===== config.mk =====
export PLATFORM = sky130hd
export DESIGN_NAME = uart_loopback_buf
export DESIGN_NICKNAME = d
export VERILOG_FILES = /design/src/rtl/uart_loopback_buf.sv
export SDC_FILE = /design/constraint.sdc
export NUM_CORES = 1
export LEC_CHECK = 0
export ABC_AREA = 1
export CAP_MARGIN = 15
export CORE_AREA = 2 2 134 136
export CTS_CLUSTER_SIZE = 25
export DETAILED_ROUTE_END_ITERATION = 10
export DIE_AREA = 0 0 136 138
export GPL_TIMING_DRIVEN = 0
export MAX_ROUTING_LAYER = met4
export REMOVE_ABC_BUFFERS = 1
export SETUP_SLACK_MARGIN = 0.15
export SLEW_MARGIN = 25
export SYNTH_ARGS = -nofsm -noshare
export SYNTH_HDL_FRONTEND = slang
export SYNTH_SLANG_ARGS = --single-unit
export TNS_END_PERCENT = 10

===== constraint.sdc =====
create_clock -name i_clk -period 2.2 [get_ports i_clk]
set_clock_uncertainty 0.15 [all_clocks]
set_input_delay 0.33 -clock i_clk [delete_from_list [all_inputs] [get_ports i_clk]]
set_output_delay 0.33 -clock i_clk [all_outputs]
set_load 0.05 [all_outputs]

===== src/rtl/uart_loopback_buf.sv =====
// ---------------------------------------------------------------------------
// uart_loopback_buf
//
// Buffered echo path for the UART driver. Received bytes go into a
// synchronous FIFO. A small FSM then replays them to the transmitter over a
// valid/ready handshake.
//
// Ports
//   i_clk         single clock (driver baud-domain clock)
//   i_rst         asynchronous reset, active low
//   i_rx_data     received byte; qualified by i_rx_valid
//   i_rx_valid    one-cycle strobe from the receiver
//   o_tx_data     byte offered to the transmitter; held while o_tx_valid=1
//   o_tx_valid    offer valid
//   i_tx_ready    transmitter accepts on the edge where valid & ready
//   i_tx_en       1 = draining allowed; 0 = FSM holds in S_IDLE
//   i_clr_ovf     clears the sticky overflow flag (a same-cycle drop wins)
//   o_fifo_count  occupancy, 0..P_FIFO_DEPTH
//   o_full        o_fifo_count == P_FIFO_DEPTH
//   o_empty       o_fifo_count == 0
//   o_overflow    sticky: a byte was dropped because the FIFO was full
// ---------------------------------------------------------------------------
module uart_loopback_buf #(
    parameter int P_DATA_WIDTH = 8,
    parameter int P_FIFO_DEPTH = 16,
    parameter int P_ADDR_WIDTH = 4
) (
    input  logic                    i_clk,
    input  logic                    i_rst,
    input  logic [P_DATA_WIDTH-1:0] i_rx_data,
    input  logic                    i_rx_valid,
    output logic [P_DATA_WIDTH-1:0] o_tx_data,
    output logic                    o_tx_valid,
    input  logic                    i_tx_ready,
    input  logic                    i_tx_en,
    input  logic                    i_clr_ovf,
    output logic [P_ADDR_WIDTH:0]   o_fifo_count,
    output logic                    o_full,
    output logic                    o_empty,
    output logic                    o_overflow
);

    // Pointers are exactly P_ADDR_WIDTH bits wide, so they wrap modulo the
    // depth for free. That only works when the depth is a power of two.
    if (P_FIFO_DEPTH < 2 || P_FIFO_DEPTH != (1 << P_ADDR_WIDTH)) begin : g_bad_param
        $error("uart_loopback_buf: P_FIFO_DEPTH must be 2**P_ADDR_WIDTH and >= 2");
    end

    localparam logic [P_ADDR_WIDTH:0]   LP_CNT_FULL = (P_ADDR_WIDTH+1)'(P_FIFO_DEPTH);
    localparam logic [P_ADDR_WIDTH:0]   LP_CNT_ONE  = (P_ADDR_WIDTH+1)'(1);
    localparam logic [P_ADDR_WIDTH-1:0] LP_PTR_ONE  = P_ADDR_WIDTH'(1);

    typedef enum logic [1:0] {
        S_IDLE,   // wait for data and enable; pop on exit
        S_FETCH,  // RAM read in flight; capture into o_tx_data
        S_VALID,  // offer held until ready
        S_GAP     // one dead cycle so the transmitter can drop ready
    } state_t;

    state_t state, state_nxt;

    logic [P_DATA_WIDTH-1:0] mem [0:P_FIFO_DEPTH-1];
    logic [P_DATA_WIDTH-1:0] rd_data;
    logic [P_ADDR_WIDTH-1:0] wr_ptr, rd_ptr;
    logic                    pop, wr_en, drop;

    assign o_full  = (o_fifo_count == LP_CNT_FULL);
    assign o_empty = (o_fifo_count == '0);

    // A pop frees a slot on the same edge, so a write to a full FIFO is
    // still accepted when it lines up with a pop.
    assign wr_en = i_rx_valid && (!o_full || pop);
    assign drop  = i_rx_valid &&  o_full && !pop;

    // ---------------------------------------------------------------------
    // FSM
    // ---------------------------------------------------------------------
    always_ff @(posedge i_clk or negedge i_rst) begin
        if (!i_rst) state <= S_IDLE;
        else        state <= state_nxt;
    end

    always_comb begin
        state_nxt = state;
        pop       = 1'b0;
        case (state)
            S_IDLE: begin
                // Transmitter readiness is deliberately not checked here.
                // The offer waits in S_VALID instead.
                if (i_tx_en && !o_empty) begin
                    pop       = 1'b1;
                    state_nxt = S_FETCH;
                end
            end
            S_FETCH: state_nxt = S_VALID;
            S_VALID: if (i_tx_ready) state_nxt = S_GAP;
            S_GAP:   state_nxt = S_IDLE;
            default: state_nxt = S_IDLE;
        endcase
    end

    // Offer registers. Valid follows the next state, so it rises on the edge
    // out of S_FETCH and falls on the transfer edge. An offer in progress
    // survives i_tx_en dropping.
    always_ff @(posedge i_clk or negedge i_rst) begin
        if (!i_rst) begin
            o_tx_data  <= '0;
            o_tx_valid <= 1'b0;
        end else begin
            if (state == S_FETCH) o_tx_data <= rd_data;
            o_tx_valid <= (state_nxt == S_VALID);
        end
    end

    // ---------------------------------------------------------------------
    // FIFO storage: no reset, registered read
    // ---------------------------------------------------------------------
    // On a full write+pop the two pointers are equal. The nonblocking read
    // returns the old entry, which is the one being popped.
    always_ff @(posedge i_clk) begin
        if (wr_en) mem[wr_ptr] <= i_rx_data;
        if (pop)   rd_data     <= mem[rd_ptr];
    end

    always_ff @(posedge i_clk or negedge i_rst) begin
        if (!i_rst) begin
            wr_ptr       <= '0;
            rd_ptr       <= '0;
            o_fifo_count <= '0;
        end else begin
            if (wr_en) wr_ptr <= wr_ptr + LP_PTR_ONE;
            if (pop)   rd_ptr <= rd_ptr + LP_PTR_ONE;
            case ({wr_en, pop})
                2'b10:   o_fifo_count <= o_fifo_count + LP_CNT_ONE;
                2'b01:   o_fifo_count <= o_fifo_count - LP_CNT_ONE;
                default: o_fifo_count <= o_fifo_count;
            endcase
        end
    end

    // Sticky overflow. A drop on the same edge as a clear takes priority.
    always_ff @(posedge i_clk or negedge i_rst) begin
        if (!i_rst)         o_overflow <= 1'b0;
        else if (drop)      o_overflow <= 1'b1;
        else if (i_clr_ovf) o_overflow <= 1'b0;
    end

endmodule


# Word level (Yosys, flattened, before mapping)
# Memories as Yosys holds them, arrays and structs flattened. A register that Yosys moved wholly into a read port is not among the register bits.
# Index checks and enable logic that the tools add are counted.
[word_totals]
ram_bits = 128
out_inout_bits = 17
romBits = 0
in_bits = 14
reg_bits = 25
latch_bits = 0
elab_cells = 41
n_memories = 1
[classes]
shift = 0
add_sub_neg = 4
order_cmp = 0
eq_ne = 7
n_div = 0
n_mul = 0
bitwise_logic = 0
n_reduce_logical = 12
mux = 10
[mem_list]
columns = ["name", "words", "width", "read_ports", "rd_clocked_by_memory_dff", "write_ports", "line", "text"]
rows = [
  ["mem", 16, 8, 1, 1, 1, "62", "logic [P_DATA_WIDTH-1:0] mem [0:P_FIFO_DEPTH-1];"],
]
[op_table]
columns = ["operator", "n"]
rows = [
  ["5-bit one-hot mux with 2 select lines", 1],
  ["4-bit by 1-bit adder with 4-bit output, second input constant", 2],
  ["2-bit == test, second input constant", 4],
  ["2-bit one-hot mux with 4 select lines", 1],
  ["1-bit 2-to-1 mux", 6],
  ["5-bit by 1-bit adder with 5-bit output, second input constant", 1],
  ["5-bit == test, second input constant", 1],
  ["5-bit zero test", 1],
  ["5-bit by 1-bit subtractor with 5-bit output, second input constant", 1],
  ["2-bit by 1-bit == test with 1-bit output, second input constant", 2],
  ["1-bit logical AND", 4],
  ["2-bit 2-to-1 mux", 2],
  ["2-bit nonzero test", 2],
  ["1-bit zero test", 3],
  ["2-bit zero test", 1],
  ["1-bit logical OR", 1],
]

# Longest topological paths before layout
# Gate-level depths: netlist of run 1.
[depth]
ltp_word = 9
mapped_depth = 16
ltp_nobuf = 16

# Worst setup path before layout of run 1
# No wires, ideal clock.
[synth_path]
path_type = "register -> register"
startpoint = "reg o_fifo_count[0]"
endpoint = "mem mem[4][0] (enable)"
t_arrival_ns = 2.156
stages_incl_launch_ff = 9
path_slack_ns = -0.379
n_path_buf = 0
setup_ns = 0.273
required_time_ns = 1.777
period_less_slack_ns = 2.579
path_cell_list = "dfrtp_1 nor2_2 nand2_1 nor2_1 nand2_2 nand2_2 inv_4 nand2_1 nor2_1"
[synth_via]
elab_cells_between_ends = 11
cone_classes = "eq/ne: 1; mux: 4; reduce/logical: 6"
[synth_lines]
columns = ["element", "line", "text"]
rows = [
  ["start, declared", "37", "output logic [P_ADDR_WIDTH:0] o_fifo_count,"],
  ["start signal, assigned", "134", "2'b10: o_fifo_count <= o_fifo_count + LP_CNT_ONE;"],
  ["start signal, assigned", "135", "2'b01: o_fifo_count <= o_fifo_count - LP_CNT_ONE;"],
  ["start signal, assigned", "136", "default: o_fifo_count <= o_fifo_count;"],
  ["5-bit == test", "67", "assign o_full = (o_fifo_count == LP_CNT_FULL);"],
  ["via o_full", "38", "output logic o_full,"],
  ["1-bit zero test", "72", "assign wr_en = i_rx_valid && (!o_full || pop);"],
  ["1-bit logical OR", "72", ""],
  ["1-bit logical AND", "72", ""],
  ["1-bit 2-to-1 mux", "121", "if (wr_en) mem[wr_ptr] <= i_rx_data;"],
  ["1-bit 2-to-1 mux (implied by the code)", "121", ""],
  ["end, declared", "62", ""],
]
# The timed path passes the listed nets, and every way through them passes these cells.

# Worst setup path in the final report of run 1
[layout_path]
startpoint = "reg state[0]"
endpoint = "mem mem[11][6] (enable)"
[layout_via]
elab_chain_cells = 6
[layout_rtl]
columns = ["element", "line", "text"]
rows = [
  ["start, declared", "60", "state_t state, state_nxt;"],
  ["start signal, assigned", "80", "else state <= state_nxt;"],
  ["2-bit zero test", "86", "case (state)"],
  ["1-bit 2-to-1 mux", "86", ""],
  ["1-bit logical OR", "72", ""],
  ["1-bit logical AND", "72", ""],
  ["1-bit 2-to-1 mux", "121", ""],
  ["1-bit 2-to-1 mux (implied by the code)", "121", ""],
]
# Every way passes these cells.

==> results of run 1 <==
-- worst reg2reg max path, cell delays in order, from the launching register on --
cell,delay [ps]
dfrtp_1,410
inv_2,120
ha_4,170
nand3_4,90
nand2_2,90
nand2_2,100
clkinv_4,140
nand2_4,130
nor2_4,170
buf_12,150
-- repair_timing --
item / in CTS / in global routing
pin swaps: 27 / 6
cloned: 0 / 1
setup buffers: 25 / 17
resized for setup: 81 / 12
endpoints found under the setup margin: 155 / 142
hold buffers: 1 / 0
hold endpoints to repair: 25 / 0
-- per-layer routing --
metal,track usage,vias up,wire length [um]
li1,-,1956,-
met1,0.206,2083,6520
met2,0.264,102,7560
met3,0.0367,17,618
met4,0.0532,0,191
met5,-,-,0
-- power by group --
| part | total [W] | leakage [nW] | switching [W] | internal [W] |
|---|---|---|---|---|
| Sequential | 0.00438 | 1.53 | 0.000475 | 0.00390 |
| Combinational | 0.00442 | 1.45 | 0.00275 | 0.00167 |
| Clock | 0.00262 | 0.243 | 0.00109 | 0.00154 |
-- stage by stage --
stage	area (um2)	hold WS, ps	power, W	std cells
detailed placement	7290	220	0.00803	743
global placement	7270	311	0.00780	742
finish	8580	301	0.0114	818
floorplan	6680	-116	0.00684	483
CTS	8360	311	0.0111	800
global route	8580	340	0.0120	818
-- layout make-up --
cell class,instances,share of cell area
Clock buffer,24,0.0526
Clock inverter,7,0.00729
Inverter,59,0.0277
Multi-Input combinational cell,263,0.229
Sequential cell,161,0.550
Tap cell,229,0.0334
Timing Repair Buffer,75,0.100
-- state kept, by name, summed over array words and instances, names as in the netlist --
name and cells:
o_fifo_count 5, o_tx_data 8, o_overflow 1, rd_ptr 4
state 2, o_tx_valid 1, wr_ptr 4, mem 128
rd_data 8
-- logic make-up after synthesis --
logic type                 share of synthesized area
xor gates and xnor gates                      0.0116
and+or+nand+nor                               0.0676
AOI/OAI and AO/OA                             0.0975
DFF                                            0.695
buffers and inverters                         0.0476
adders and majority gates                     0.0203
muxes                                         0.0606
-- how the worst max path moves through the flow --
stage	start	slack, ps	endpoint	cells past startpoint
after floorplan	rd_ptr[0]$_DFFE_PN0N_	-930	rd_data[3]$_DFFE_PN_	5
after global placement	rd_ptr[0]$_DFFE_PN0N_	-1950	rd_data[3]$_DFFE_PN_	5
after detailed placement	i_tx_en	-690	mem[13][2]$_DFFE_PP_	7
after CTS	rd_ptr[0]$_DFFE_PN0N_	20	rd_data[3]$_DFFE_PN_	5
after global routing	state[0]$_DFF_PN0_	50	o_fifo_count[4]$_DFFE_PN0P_	16
final	state[0]$_DFF_PN0_	190	mem[11][6]$_DFFE_PP_	9
-- Yosys cell counts (all sizes together) --
| cell type | instances |
|---|---|
| mux2i | 32 |
| mux2 | 8 |
| a21oi | 33 |
| o22ai | 1 |
| xor2 | 8 |
| inv | 59 |
| a31oi | 1 |
| o21bai | 1 |
| o21ai | 47 |
| buf | 9 |
| dfrtp | 25 |
| edfxtp | 136 |
| xnor2 | 1 |
| nor2 | 26 |
| clkbuf | 14 |
| ha | 11 |
| nand2 | 47 |
| o211ai | 32 |
| nand3 | 13 |
| nand4 | 2 |
==> results.sh, run 1 <==
export IMPL_synthToLayoutAreaGrowth_pct=26.6
export IMPL_setup_viol=0
export IMPL_ys_top_cells_by_area="edfxtp_1 (60%), dfrtp_1 (9.2%), mux2i_1 (4.7%)"
export IMPL_yosysSeqAreaShare=0.695
export IMPL_worstSkewPairLatency_ps=420
export IMPL_drv_cap=0
export IMPL_cts_buffers=17
export IMPL_yosys_area_top_type="edfxtp_1"
export IMPL_critPathLaunchType="flop"
export IMPL_final_common_cell="edfxtp_1"
export IMPL_num_fill_cells=1510
export IMPL_antenna_found_initial=0
export IMPL_place_ws_ps=-689
export IMPL_crit_top_cell="nand2_2"
export IMPL_synth_top_area_share=0.603
export IMPL_layout_nets=602
export IMPL_drtAntennaViolNets=0
export IMPL_die_w_um=136
export IMPL_synth_area_mm2=0.00678
export IMPL_critPathTopFamily="simple AND/OR/NAND/NOR gates"
export IMPL_cp_required_ps=2190
export IMPL_min_period_ps=2010
export IMPL_synthDistinctLibCells=33
export IMPL_maxSlewViolCount=0
export IMPL_syn_area_per_cell_um2=13.4
export IMPL_cts_htree_levels=4
export IMPL_ys_seq_elements=161
export IMPL_cts_sinks=161
export IMPL_path_buf_inv=3
export IMPL_path_clk_slew_ps=60
export IMPL_mostFrequentLayoutCells="edfxtp_1 (136), inv_1 (50), o21ai_0 (43), nand2_1 (36)"
export IMPL_first_pass_iters=4
export IMPL_synthCells=506
export IMPL_fin_crit_sh=0.912
export IMPL_cpMaxStageDelayCell="dfrtp_1"
export IMPL_pwr_density_cell_mw_per_mm2=1330
export IMPL_peakVddDrop_uv=690
export IMPL_gp_congestion=0.778
export IMPL_grt_pass1_wl_mm=22.2
export IMPL_yosys_warnings=0
export IMPL_core_mm2=0.0175
export IMPL_rr_worst_depth=9
export IMPL_crit_arrival_ps=1990
export IMPL_end_kind="flop"
export IMPL_crit_fanout=7
export IMPL_drt_total_wl_mm=14.9
export IMPL_cts_tree="done"
export IMPL_max_stage_delay_ps=410
export IMPL_track_usage=0.164
export IMPL_root_buffer="clkbuf_16"
export IMPL_drive_above_1_share=0.224
export IMPL_grt_max_degree=59
export IMPL_ff2ff_setup_slack_ps=190
export IMPL_status="finished clean"
export IMPL_r2r_end="mem[11][6]$_DFFE_PP_"
export IMPL_rsz0062_at_grt="true"
export IMPL_via_per_inst=5.08
export IMPL_worst_setup_path_type="reg2reg"
export IMPL_ff_latch_area_mm2=0.00472
export IMPL_ioPinCount=31
export IMPL_hold_class="in2async"
export IMPL_io_buffers=30
export IMPL_tns_ps=0
export IMPL_clock_fmax_mhz=498
export IMPL_cts_buffer_depth=2
export IMPL_dieArea_mm2=0.0188
export IMPL_drtIter0Drc=275
export IMPL_hold_viol=0
export IMPL_initial_core_util=0.387
export IMPL_grt_overflow_total=0
export IMPL_grt_pass1_vias=3972
export IMPL_path_cells="inv_2, ha_4, nand3_4, nand2_2, nand2_2, clkinv_4, nand2_4, nor2_4, buf_12"
export IMPL_utilization=0.489
export IMPL_via_count=4158
export IMPL_drc=0
export IMPL_slew_headroom=0.596
export IMPL_detail_route_wl_per_cell_um=18.2
export IMPL_hpwl_mm=8.05
export IMPL_setup_slack_ps=193
export IMPL_diodes=0
export IMPL_leakage_nw=3.22
export IMPL_timing_rr_start="state[0]$_DFF_PN0_"
export IMPL_die_y_um=138
export IMPL_worst_pin_slew_ps=606
export IMPL_multi_input_area_mm2=0.00196
export IMPL_rows=49
Power figures use the tool's default switching activity.
==> run 2, diff against run 1 <==
--- a/config.mk
+++ b/config.mk
@@ -13,6 +13,7 @@
 export DIE_AREA = 0 0 136 138
 export GPL_TIMING_DRIVEN = 0
 export MAX_ROUTING_LAYER = met4
+export PLACE_DENSITY = 0.68
 export REMOVE_ABC_BUFFERS = 1
 export SETUP_SLACK_MARGIN = 0.15
 export SLEW_MARGIN = 25
==> results.sh, run 2 (synthesis gave the netlist of run 1 again) <==
export IMPL_drc=0
export IMPL_worst_setup_path_type="reg2out"
export IMPL_multi_input_area_mm2=0.00193
export IMPL_synthToLayoutAreaGrowth_pct=27.3
export IMPL_path_cells="clkdlybuf4s50_1"
export IMPL_power_switching_w=0.00434
export IMPL_io_buffers=30
export IMPL_largestRegisters="mem: 128 flops, o_tx_data: 8 flops, rd_data: 8 flops"
export IMPL_pwr_density_cell_mw_per_mm2=1350
export IMPL_largest_reg_flops=128
export IMPL_mostFrequentLayoutCells="edfxtp_1 (136), inv_1 (51), o21ai_0 (43), nand2_1 (35)"
export IMPL_peakVddDrop_uv=861
export IMPL_drtIter0Drc=366
export IMPL_worst_path_stages=1
export IMPL_end_kind="output pin"
export IMPL_die_y_um=138
export IMPL_critPathTopFamily="buffers and inverters"
export IMPL_clkPwrFrac=0.239
export IMPL_drt_total_wl_mm=14.8
export IMPL_utilization=0.492
export IMPL_root_buffer="clkbuf_16"
export IMPL_worstSkewPairLatency_ps=420
export IMPL_hold_class="in2async"
export IMPL_maxSlewViolCount=0
export IMPL_drive_above_1_share=0.237
export IMPL_max_stage_delay_ps=800
export IMPL_setup_viol=0
export IMPL_rr_worst_depth=5
export IMPL_cts_sinks=161
export IMPL_dieArea_mm2=0.0188
export IMPL_gp_congestion=0.773
export IMPL_final_area_mm2=0.00863
export IMPL_setup_slack_ps=185
export IMPL_final_common_cell="edfxtp_1"
export IMPL_pwr_share_comb=0.388
export IMPL_num_fill_cells=1464
export IMPL_clock_fmax_mhz=496
export IMPL_critPathLaunchType="flop"
export IMPL_cts_buffer_depth=2
export IMPL_crit_arrival_ps=1540
export IMPL_first_pass_iters=4
export IMPL_ioPinCount=31
export IMPL_ff_latch_area_mm2=0.00472
export IMPL_cts_tree="done"
export IMPL_internal_power_w=0.00730
export IMPL_grt_overflow_total=0
export IMPL_path_clk_slew_ps=60
export IMPL_grt_pass1_vias=4157
export IMPL_diodes=0
export IMPL_die_w_um=136
export IMPL_largest_register="mem"
export IMPL_slew_headroom=0.597
export IMPL_hold_viol=0
export IMPL_core_mm2=0.0175
export IMPL_sequentialPowerShare=0.373
export IMPL_drtAntennaViolNets=0
export IMPL_worst_pin_slew_ps=603
export IMPL_cts_buffers=17
export IMPL_rsz0062_at_grt="false"
export IMPL_via_per_inst=5.12
export IMPL_detail_route_wl_per_cell_um=18.0
export IMPL_initial_core_util=0.387
export IMPL_hpwl_mm=8.17
export IMPL_drv_cap=0
export IMPL_status="finished clean"
export IMPL_crit_fanout=1
export IMPL_min_period_ps=2020
export IMPL_ff2ff_setup_slack_ps=240
export IMPL_rows=49
export IMPL_path_buf_inv=1
export IMPL_cpMaxStageDelayCell="clkdlybuf4s50_1"
export IMPL_fin_crit_sh=0.916
export IMPL_cp_required_ps=1720
export IMPL_grt_pass1_wl_mm=22.3
export IMPL_track_usage=0.164
export IMPL_place_ws_ps=-700
export IMPL_layout_nets=606
export IMPL_grt_max_degree=45
export IMPL_antenna_found_initial=0
export IMPL_post_dp_cell_area_mm2=0.00729
export IMPL_leakage_nw=3.27
export IMPL_via_count=4210
export IMPL_swShare=0.373
export IMPL_cts_htree_levels=4
-- run 2: cell count changes in the layout (fill, tap and decap cells not counted), sizes merged --
cell | previous run | this run
clkinv | 5 | 9
bufinv | 1 | 2
clkbuf | 25 | 20
clkinvlp | 3 | 4
buf | 46 | 50
-- run 2: layout make-up --
type	instances	share of cell area
Timing Repair inverter	1	0.000870
Inverter	59	0.0271
Timing Repair Buffer	78	0.104
Clock inverter	12	0.0136
Multi-Input combinational cell	263	0.224
Tap cell	229	0.0332
Sequential cell	161	0.547
Clock buffer	20	0.0506
-- run 2: metal layers --
layer / vias to the layer above / track usage / wire, um
li1: 1960 / - / -
met5: - / - / 0
met2: 130 / 0.280 / 7670
met1: 2097 / 0.190 / 6040
met4: 0 / 0.0510 / 249
met3: 23 / 0.0389 / 843
-- run 2: power groups by stage --
stage | clock network (W) | registers, W | logic, W
floorplan | 0 | 0.00489 | 0.00195
global placement | 0 | 0.00459 | 0.00314
detailed placement | 0 | 0.00456 | 0.00340
CTS | 0.00280 | 0.00447 | 0.00390
global route | 0.00295 | 0.00439 | 0.00489
finish | 0.00278 | 0.00434 | 0.00452
-- run 2: final timing paths --
kind	startpoint	to
min	i_rst	o_fifo_count[2]$_DFFE_PN0P_
max reg2reg	rd_ptr[1]$_DFFE_PN0N_	rd_data[5]$_DFFE_PN_
max in group asynchronous	i_rst	rd_ptr[1]$_DFFE_PN0N_
min in group i_clk	rd_data[1]$_DFFE_PN_	o_tx_data[1]$_DFFE_PN0N_
min reg2reg	rd_data[1]$_DFFE_PN_	o_tx_data[1]$_DFFE_PN0N_
max	o_tx_valid$_DFF_PN0_	o_tx_valid
-- run 2: per-stage QoR --
step	std cells	TNS (ps)	hold slack, ps	power, W
final	823	0	300	0.0116
after CTS	799	0	318	0.0112
after detailed placement	743	-80240	215	0.00796
after global placement	742	-88510	313	0.00773
after global routing	823	0	341	0.0122
after floorplan	483	-59700	-116	0.00684
-- run 2: worst reg2reg max path, cell delays in order (launching register included) --
cell and delay [ps]:
dfrtp_4 620, clkinvlp_4 130, buf_4 250, o21ai_0 140
o211ai_1 280, nand2_1 130
-- run 2: what timing repair did --
item / in CTS / in global routing
setup buffers: 22 / 24
hold buffers: 1 / 0
gates resized for setup: 78 / 10
pin swaps: 36 / 5
hold endpoints to repair: 25 / 0
gates cloned: 1 / 0
endpoints found under the setup margin: 155 / 141
